File: src/rtl/wb_arbiter.sv
// rtl/wb_arbiter.sv - write-back arbiter merging ALU and memory-load results onto one register-bank write port
//
// Purpose:
//   Drives the single write port of the register bank (Rw, WE_Reg, dIN).
//   The ALU channel has absolute priority and cannot stall. Memory-load
//   results arrive on a valid/ready handshake and wait in a small FIFO.
//   At most one write is issued per cycle. Results addressed to x0 consume
//   their issue slot but never raise WE_Reg.
//
// Optional feature macro: WB_PENDING_EN
//   Adds output `pending`, one bit per register, high while a FIFO entry or
//   the registered output stage targets that register (bit 0 always 0).
//
// Ports:
//   clk, rst_n                      clock (rising edge), synchronous active-low reset
//   alu_valid, alu_rd, alu_data     ALU result, always accepted
//   mem_valid, mem_ready            load handshake (mem_ready is registered)
//   mem_rd, mem_data                load destination and value
//   Rw, WE_Reg, dIN                 registered bank write port
//   fifo_count                      buffered memory results
//   pending                         (WB_PENDING_EN only) per-register in-flight flags
module wb_arbiter #(
    parameter int DATA_W = 64,
    parameter int ADDR_W = 5,
    parameter int DEPTH  = 4
) (
    input  logic                       clk,
    input  logic                       rst_n,
    input  logic                       alu_valid,
    input  logic [ADDR_W-1:0]          alu_rd,
    input  logic [DATA_W-1:0]          alu_data,
    input  logic                       mem_valid,
    output logic                       mem_ready,
    input  logic [ADDR_W-1:0]          mem_rd,
    input  logic [DATA_W-1:0]          mem_data,
    output logic [ADDR_W-1:0]          Rw,
    output logic                       WE_Reg,
    output logic [DATA_W-1:0]          dIN,
`ifdef WB_PENDING_EN
    output logic [2**ADDR_W-1:0]       pending,
`endif
    output logic [$clog2(DEPTH):0]     fifo_count
);

    localparam int PTR_W = $clog2(DEPTH);
    localparam int CNT_W = PTR_W + 1;
    localparam logic [CNT_W-1:0] FULL_CNT = CNT_W'(DEPTH);

    logic [ADDR_W-1:0] fifo_rd_q   [DEPTH];
    logic [DATA_W-1:0] fifo_data_q [DEPTH];

    logic [PTR_W-1:0]  wr_ptr_q, wr_ptr_d;
    logic [PTR_W-1:0]  rd_ptr_q, rd_ptr_d;
    logic [CNT_W-1:0]  count_q, count_d;
    logic              ready_q, ready_d;
    logic [ADDR_W-1:0] rw_q, rw_d;
    logic              we_q, we_d;
    logic [DATA_W-1:0] din_q, din_d;

    logic push;
    logic pop;

    // ready_q only rises when count is below DEPTH, so a push never overflows.
    assign push = mem_valid && ready_q;
    // The ALU owns the slot whenever it is valid; the FIFO head simply waits.
    assign pop  = !alu_valid && (count_q != '0);

    always_comb begin
        wr_ptr_d = wr_ptr_q;
        rd_ptr_d = rd_ptr_q;
        count_d  = count_q;
        rw_d     = rw_q;
        din_d    = din_q;
        we_d     = 1'b0;

        if (push) begin
            wr_ptr_d = wr_ptr_q + 1'b1;
        end
        if (pop) begin
            rd_ptr_d = rd_ptr_q + 1'b1;
        end
        case ({push, pop})
            2'b10:   count_d = count_q + 1'b1;
            2'b01:   count_d = count_q - 1'b1;
            default: count_d = count_q;
        endcase

        // x0 results still occupy the slot but never enable the write.
        if (alu_valid) begin
            rw_d  = alu_rd;
            din_d = alu_data;
            we_d  = (alu_rd != '0);
        end else if (pop) begin
            rw_d  = fifo_rd_q[rd_ptr_q];
            din_d = fifo_data_q[rd_ptr_q];
            we_d  = (fifo_rd_q[rd_ptr_q] != '0);
        end

        // No pass-through at full: ready stays low for a cycle even if a pop frees space.
        ready_d = (count_d < FULL_CNT);
    end

    always_ff @(posedge clk) begin
        if (!rst_n) begin
            wr_ptr_q <= '0;
            rd_ptr_q <= '0;
            count_q  <= '0;
            ready_q  <= 1'b1;
            rw_q     <= '0;
            we_q     <= 1'b0;
            din_q    <= '0;
        end else begin
            wr_ptr_q <= wr_ptr_d;
            rd_ptr_q <= rd_ptr_d;
            count_q  <= count_d;
            ready_q  <= ready_d;
            rw_q     <= rw_d;
            we_q     <= we_d;
            din_q    <= din_d;
        end
    end

    // Storage needs no reset: entries are only visible between the pointers.
    always_ff @(posedge clk) begin
        if (rst_n && push) begin
            fifo_rd_q[wr_ptr_q]   <= mem_rd;
            fifo_data_q[wr_ptr_q] <= mem_data;
        end
    end

    assign mem_ready  = ready_q;
    assign fifo_count = count_q;
    assign Rw         = rw_q;
    assign WE_Reg     = we_q;
    assign dIN        = din_q;

`ifdef WB_PENDING_EN
    logic [2**ADDR_W-1:0] pending_c;

    // Derived from the registered FIFO and output stage, so it moves with them.
    always_comb begin
        pending_c = '0;
        for (int i = 0; i < DEPTH; i++) begin
            if (CNT_W'(i) < count_q) begin
                pending_c[fifo_rd_q[rd_ptr_q + PTR_W'(i)]] = 1'b1;
            end
        end
        if (we_q) begin
            pending_c[rw_q] = 1'b1;
        end
        pending_c[0] = 1'b0;
    end

    assign pending = pending_c;
`endif

endmodule

File: config.mk
export PLATFORM = sky130hd
export DESIGN_NAME = wb_arbiter
export DESIGN_NICKNAME = d
export VERILOG_FILES = /design/src/rtl/wb_arbiter.sv
export SDC_FILE = /design/constraint.sdc
export NUM_CORES = 1
export LEC_CHECK = 0
export ABC_CLOCK_PERIOD_IN_PS = 4260
export CAP_MARGIN = 20
export CORE_ASPECT_RATIO = 1.2
export CORE_MARGIN = 10
export CORE_UTILIZATION = 42
export DETAILED_ROUTE_END_ITERATION = 7
export GPL_TIMING_DRIVEN = 0
export PLACE_DENSITY = 0.71
export SLEW_MARGIN = 20
export SYNTH_ARGS = -nofsm -noshare
export SYNTH_HDL_FRONTEND = slang
export SYNTH_SLANG_ARGS = --single-unit
File: constraint.sdc
create_clock -name clk -period 4.26 [get_ports clk]
set_input_delay 0.852 -clock clk [delete_from_list [all_inputs] [get_ports clk]]
set_output_delay 0.852 -clock clk [all_outputs]
set_load 0.05 [all_outputs]
# Yosys cells after proc, flatten, opt, wreduce, memory -nomap -nowiden
# Memory sizes are Yosys's and may differ from the RTL's. A register that Yosys moved wholly into a read port is not among the register bits.
# Cells that the tools add are included.
# word_totals
regBits	78
ramBits	276
output_inout_bits	74
elab_cells	37
n_memories	2
# classes
add_sub_neg	4
order_cmp	1
n_eq_ne	2
mux	13
reduce_logical	8
# memory_table
name	words	width	rd	rd_ports_with_merged_regs	wr	line	rtl
fifo_data_q	4	64	1	1	1	50	logic [DATA_W-1:0] fifo_data_q [DEPTH];
fifo_rd_q	4	5	1	1	1	49	logic [ADDR_W-1:0] fifo_rd_q [DEPTH];
# op_table
op	count
$mux W64	2
$mux W5	2
$reduce_bool A5 Y1	2
$mux W2	4
$pmux W3 S2	1
$add A2 B1 Y2 const B	2
$mux W1	4
$add A3 B1 Y3 const B	1
$logic_and A1 B1 Y1	3
$lt A3 B3 Y1 const B	1
$reduce_bool A3 Y1	1
$sub A3 B1 Y3 const B	1
$eq A2 B1 Y1 const B	1
$eq A2 B2 Y1 const B	1
$reduce_bool A2 Y1	1
$logic_not A1 Y1	1

# Depth between registers and ports, before layout
# depth
depth_word	5
mapped_depth	8
mapped_depth_nobuf	8

# Least setup slack after synthesis
# Ideal clock, no wire load.
# synth_path
kind	input port to flip-flop
from	in rst_n
to	mem fifo_data_q[0][0], enable pin
setup_time_ns	0.435
t_arrival_ns	2.667
required_time_ns	3.825
path_slack_ns	1.158
path_stages	2
path_buffers	0
path_cell_list	and3_1 -> and2_1
# synth_between
elab_chain_len	3
# synth_rtl
element	line	rtl
start: declaration	28	input logic rst_n,
$logic_and A1 B1 Y1	125	if (rst_n && push) begin
$mux W1	125	
$mux W1 (implied by the code)	127	fifo_data_q[wr_ptr_q] <= mem_data;
end: declaration	50	
# Every way passes these cells.

# Worst setup path in the final report
# layout_path
from	in rst_n
to	mem fifo_data_q[1][35], enable pin
# Same word-level chain as after synthesis.

==> flow_summary_export.csv <==
group,metric,value,unit
global_routing,grt_max_degree,39,
setup_path,crit_path_end_kind,"flip-flop",
setup_path,cp_max_fo,38,
place,place_ws,847,ps
setup_path,critPathArrivalTime,3010,ps
min_path,min_path_type,"flip-flop to flip-flop",
setup_path,start_kind,"primary input",
clock_network,cts_resized,0,
routing,drc_errors,0,
routing,totalWireLength,31500,um
synthesis,yosysUniqueCellTypes,30,
synthesis,ys_ff_latch,356,
place,numPortBuffers,214,
timing,final.setup.tns,0,ps
power,power_density,578,nW/um2
setup_path,crit_required,4440,ps
clock_network,tritoncts,"done",
place,place.gp.congestion,0.779,
clock_network,worstSkewPairLatency,500,ps
power,leakage,5.57,nW
synthesis,yosysTopAreaCell,"edfxtp_1",
power,ir_drop,333,uV
synthesis,avgSynthCellArea,16.7,um2
timing,fin_skew,14.6,ps
setup_path,path_class,"primary input to flip-flop",
timing,finalSetupViolCount,0,
timing,min_period,2830,ps
layout,fin_nets,1202,
setup_path,cpMaxStageDelayCell,"clkdlybuf4s50_1",
power,total_power,9.88,mW
global_routing,grt_usage,15.7,%
layout,finalNonFillerCells,1481,
min_path,worstHoldStart,"wr_ptr_q[1]$_SDFFE_PN0P_",
synthesis,ys_warn_count,0,
place,dp_cells,1418,
global_routing,grt_pass1_wl,47900,um
timing,clock.fmax,0.354,GHz
timing,setup_slack,1430,ps
clock_network,cts_buffer_depth,3,
timing,slew_headroom,29.1,%
clock_network,h-tree-depth,2,
timing,worst_pin_slew,1060,ps
clock_network,cts_hold_buf,0,
setup_path,timing.rr.end,"Rw[3]$_SDFFE_PN0P_",
synthesis,async_flop_share,0,%
timing,finalHoldViolCount,0,
timing,min_period_over_period,66.4,%
layout,final_area,17100,um2
outcome,status,"complete, no violations",
setup_path,crit_chain,"clkdlybuf4s50_1 -> and3_1 -> and2_4 -> buf_16",
synthesis,synth_edf_count,276,
layout,areaGrowthSynthToFinish,28.7,%
floorplanning,die_area,39200,um2
routing,vias,7772,
global_routing,grt_overflow,0,
place,place_area,16100,um2
global_routing,grt_pass1_vias,8207,
synthesis,syn-num-nets,946,
setup_path,rrSetupSlack,1840,ps
synthesis,yosys-top-cells-area,"edfxtp_1 (62%), dfxtp_1 (12%), mux4_2 (12%), a21oi_1 (5.2%), o21ai_0 (2.6%)",
routing,firstDrtPassIters,5,
floorplanning,coreArea,31300,um2
floorplanning,pin_count,216,
timing,drv_slew,0,
synthesis,synth_cells,798,
routing,ant_nets,0,
place,hpwl,21300,um
synthesis,ys.flop_type,"edfxtp_1",
synthesis,synth_top_area_share,62.4,%
min_path,hold_depth,2,
synthesis,synthMostInstantiatedCell,"edfxtp_1",
global_routing,antenna_found_initial,4,
job,maxCapViolations,0,
clock_network,cts_made_buffers,35,
floorplanning,die_h,215,um
timing,rsz0062_at_grt,"false",
synthesis,syn_area,13300,um2
routing,wire_per_inst,21.3,um
min_path,whs_endpoint,"wr_ptr_q[1]$_SDFFE_PN0P_",
synthesis,synth-seq-area-share,74.4,%
clock_network,cts_setup_buffers,0,
floorplanning,start_util,42.5,%
synthesis,synth_commonest_cells,"edfxtp_1 (276), a21oi_1 (138), dfxtp_1 (80), nand2_1 (71), o21ai_0 (70)",
floorplanning,die_w,182,um
clock_network,root_buffer,"clkbuf_16",
routing,vias_per_cell,5.25,
clock_network,path_clk_slew,60,ps
setup_path,cp_slowest_stage_delay,940,ps
floorplanning,row_count,71,
setup_path,r2r_start,"fifo_count[0]$_SDFFE_PN0N_",
clock_network,cts.sinks,356,
layout,drive_above_1_share,12.4,%
routing,drt_iter0_drc,523,
setup_path,r2r_cells,6,
## cells by family (layout without fill, tap and decap cells)
family | count (synthesis) | after routing | synth area share (%)
buf+inv | 57 | 337 | 1.86
xor+xnor | 6 | 6 | 0.395
other cells | 0 | 2 | 0
simple gates | 92 | 92 | 2.95
fa+ha+maj | 6 | 6 | 0.621
compound gates | 211 | 211 | 7.98
flops | 356 | 356 | 74.4
mux | 70 | 70 | 11.8
## critical path, delay by kind of cell
kind                   cells  cell delay, ps
buffers and inverters      2            1250
and+or+nand+nor            2             870
## metal layers
metal	routed length [um]	share of wire, %	vias to the layer above	global-route usage, %
met5	25	0.079	-	0
met4	716	2.3	4	5.13
met3	2070	6.6	45	3.85
met2	16600	53	218	27.5
met1	12100	38	3891	18.6
li1	-	-	3614	-
## placed cells by master (no fill, tap or decap), types with 5 or more instances in the layout
master,count
ha_1,5
clkdlybuf4s50_1,214
nand2_1,71
and2_1,5
mux4_2,69
a21oi_1,138
xnor2_1,5
buf_4,5
clkbuf_1,48
dfxtp_1,80
clkinv_1,5
o21ai_0,70
buf_1,8
buf_2,6
edfxtp_1,276
clkbuf_16,37
## per-stage QoR
| stage | utilization (%) | hold WS [ps] |
|---|---|---|
| final | 54.7 | 510 |
| after global routing | 54.7 | 551 |
| after CTS | 54.7 | 515 |
| after detailed placement | 51.4 | 506 |
| after global placement | 51.0 | 498 |
| after floorplan | - | 476 |
## worst max path at each step
stage,startpoint,endpoint
finish,rst_n,fifo_data_q[1][35]$_DFFE_PP_
global route,rst_n,fifo_data_q[2][31]$_DFFE_PP_
CTS,rst_n,fifo_data_q[2][31]$_DFFE_PP_
detailed placement,rst_n,fifo_data_q[2][31]$_DFFE_PP_
global placement,rst_n,fifo_data_q[2][34]$_DFFE_PP_
floorplan,rst_n,fifo_data_q[0][0]$_DFFE_PP_
## sequential cells by signal, indices dropped and copies added, names as in the netlist, named ones only
| signal | flops |
|---|---|
| fifo_data_q | 256 |
| dIN | 64 |
| fifo_rd_q | 20 |
| Rw | 5 |
| fifo_count | 2 |
| rd_ptr_q | 2 |
| wr_ptr_q | 2 |
| WE_Reg | 1 |
| mem_ready | 1 |
## cell type report
type	instances	area, um2
Fill cell	2537	14200
Sequential cell	356	9890
Multi-Input combinational cell	385	3170
Timing Repair Buffer	219	2260
Clock buffer	51	978
Tap cell	401	502
Buffer	54	236
Clock inverter	10	46.3
Inverter	3	11.3
Antenna cell	2	5.00
## where the power goes
part / internal (mW) / switching, mW / total, mW
Clock: 1.59 / 1.21 / 2.80
Sequential: 4.09 / 0.133 / 4.23
Combinational: 1.14 / 1.72 / 2.86
Total: 6.82 / 3.06 / 9.88
(Power assumes the default switching activity.)
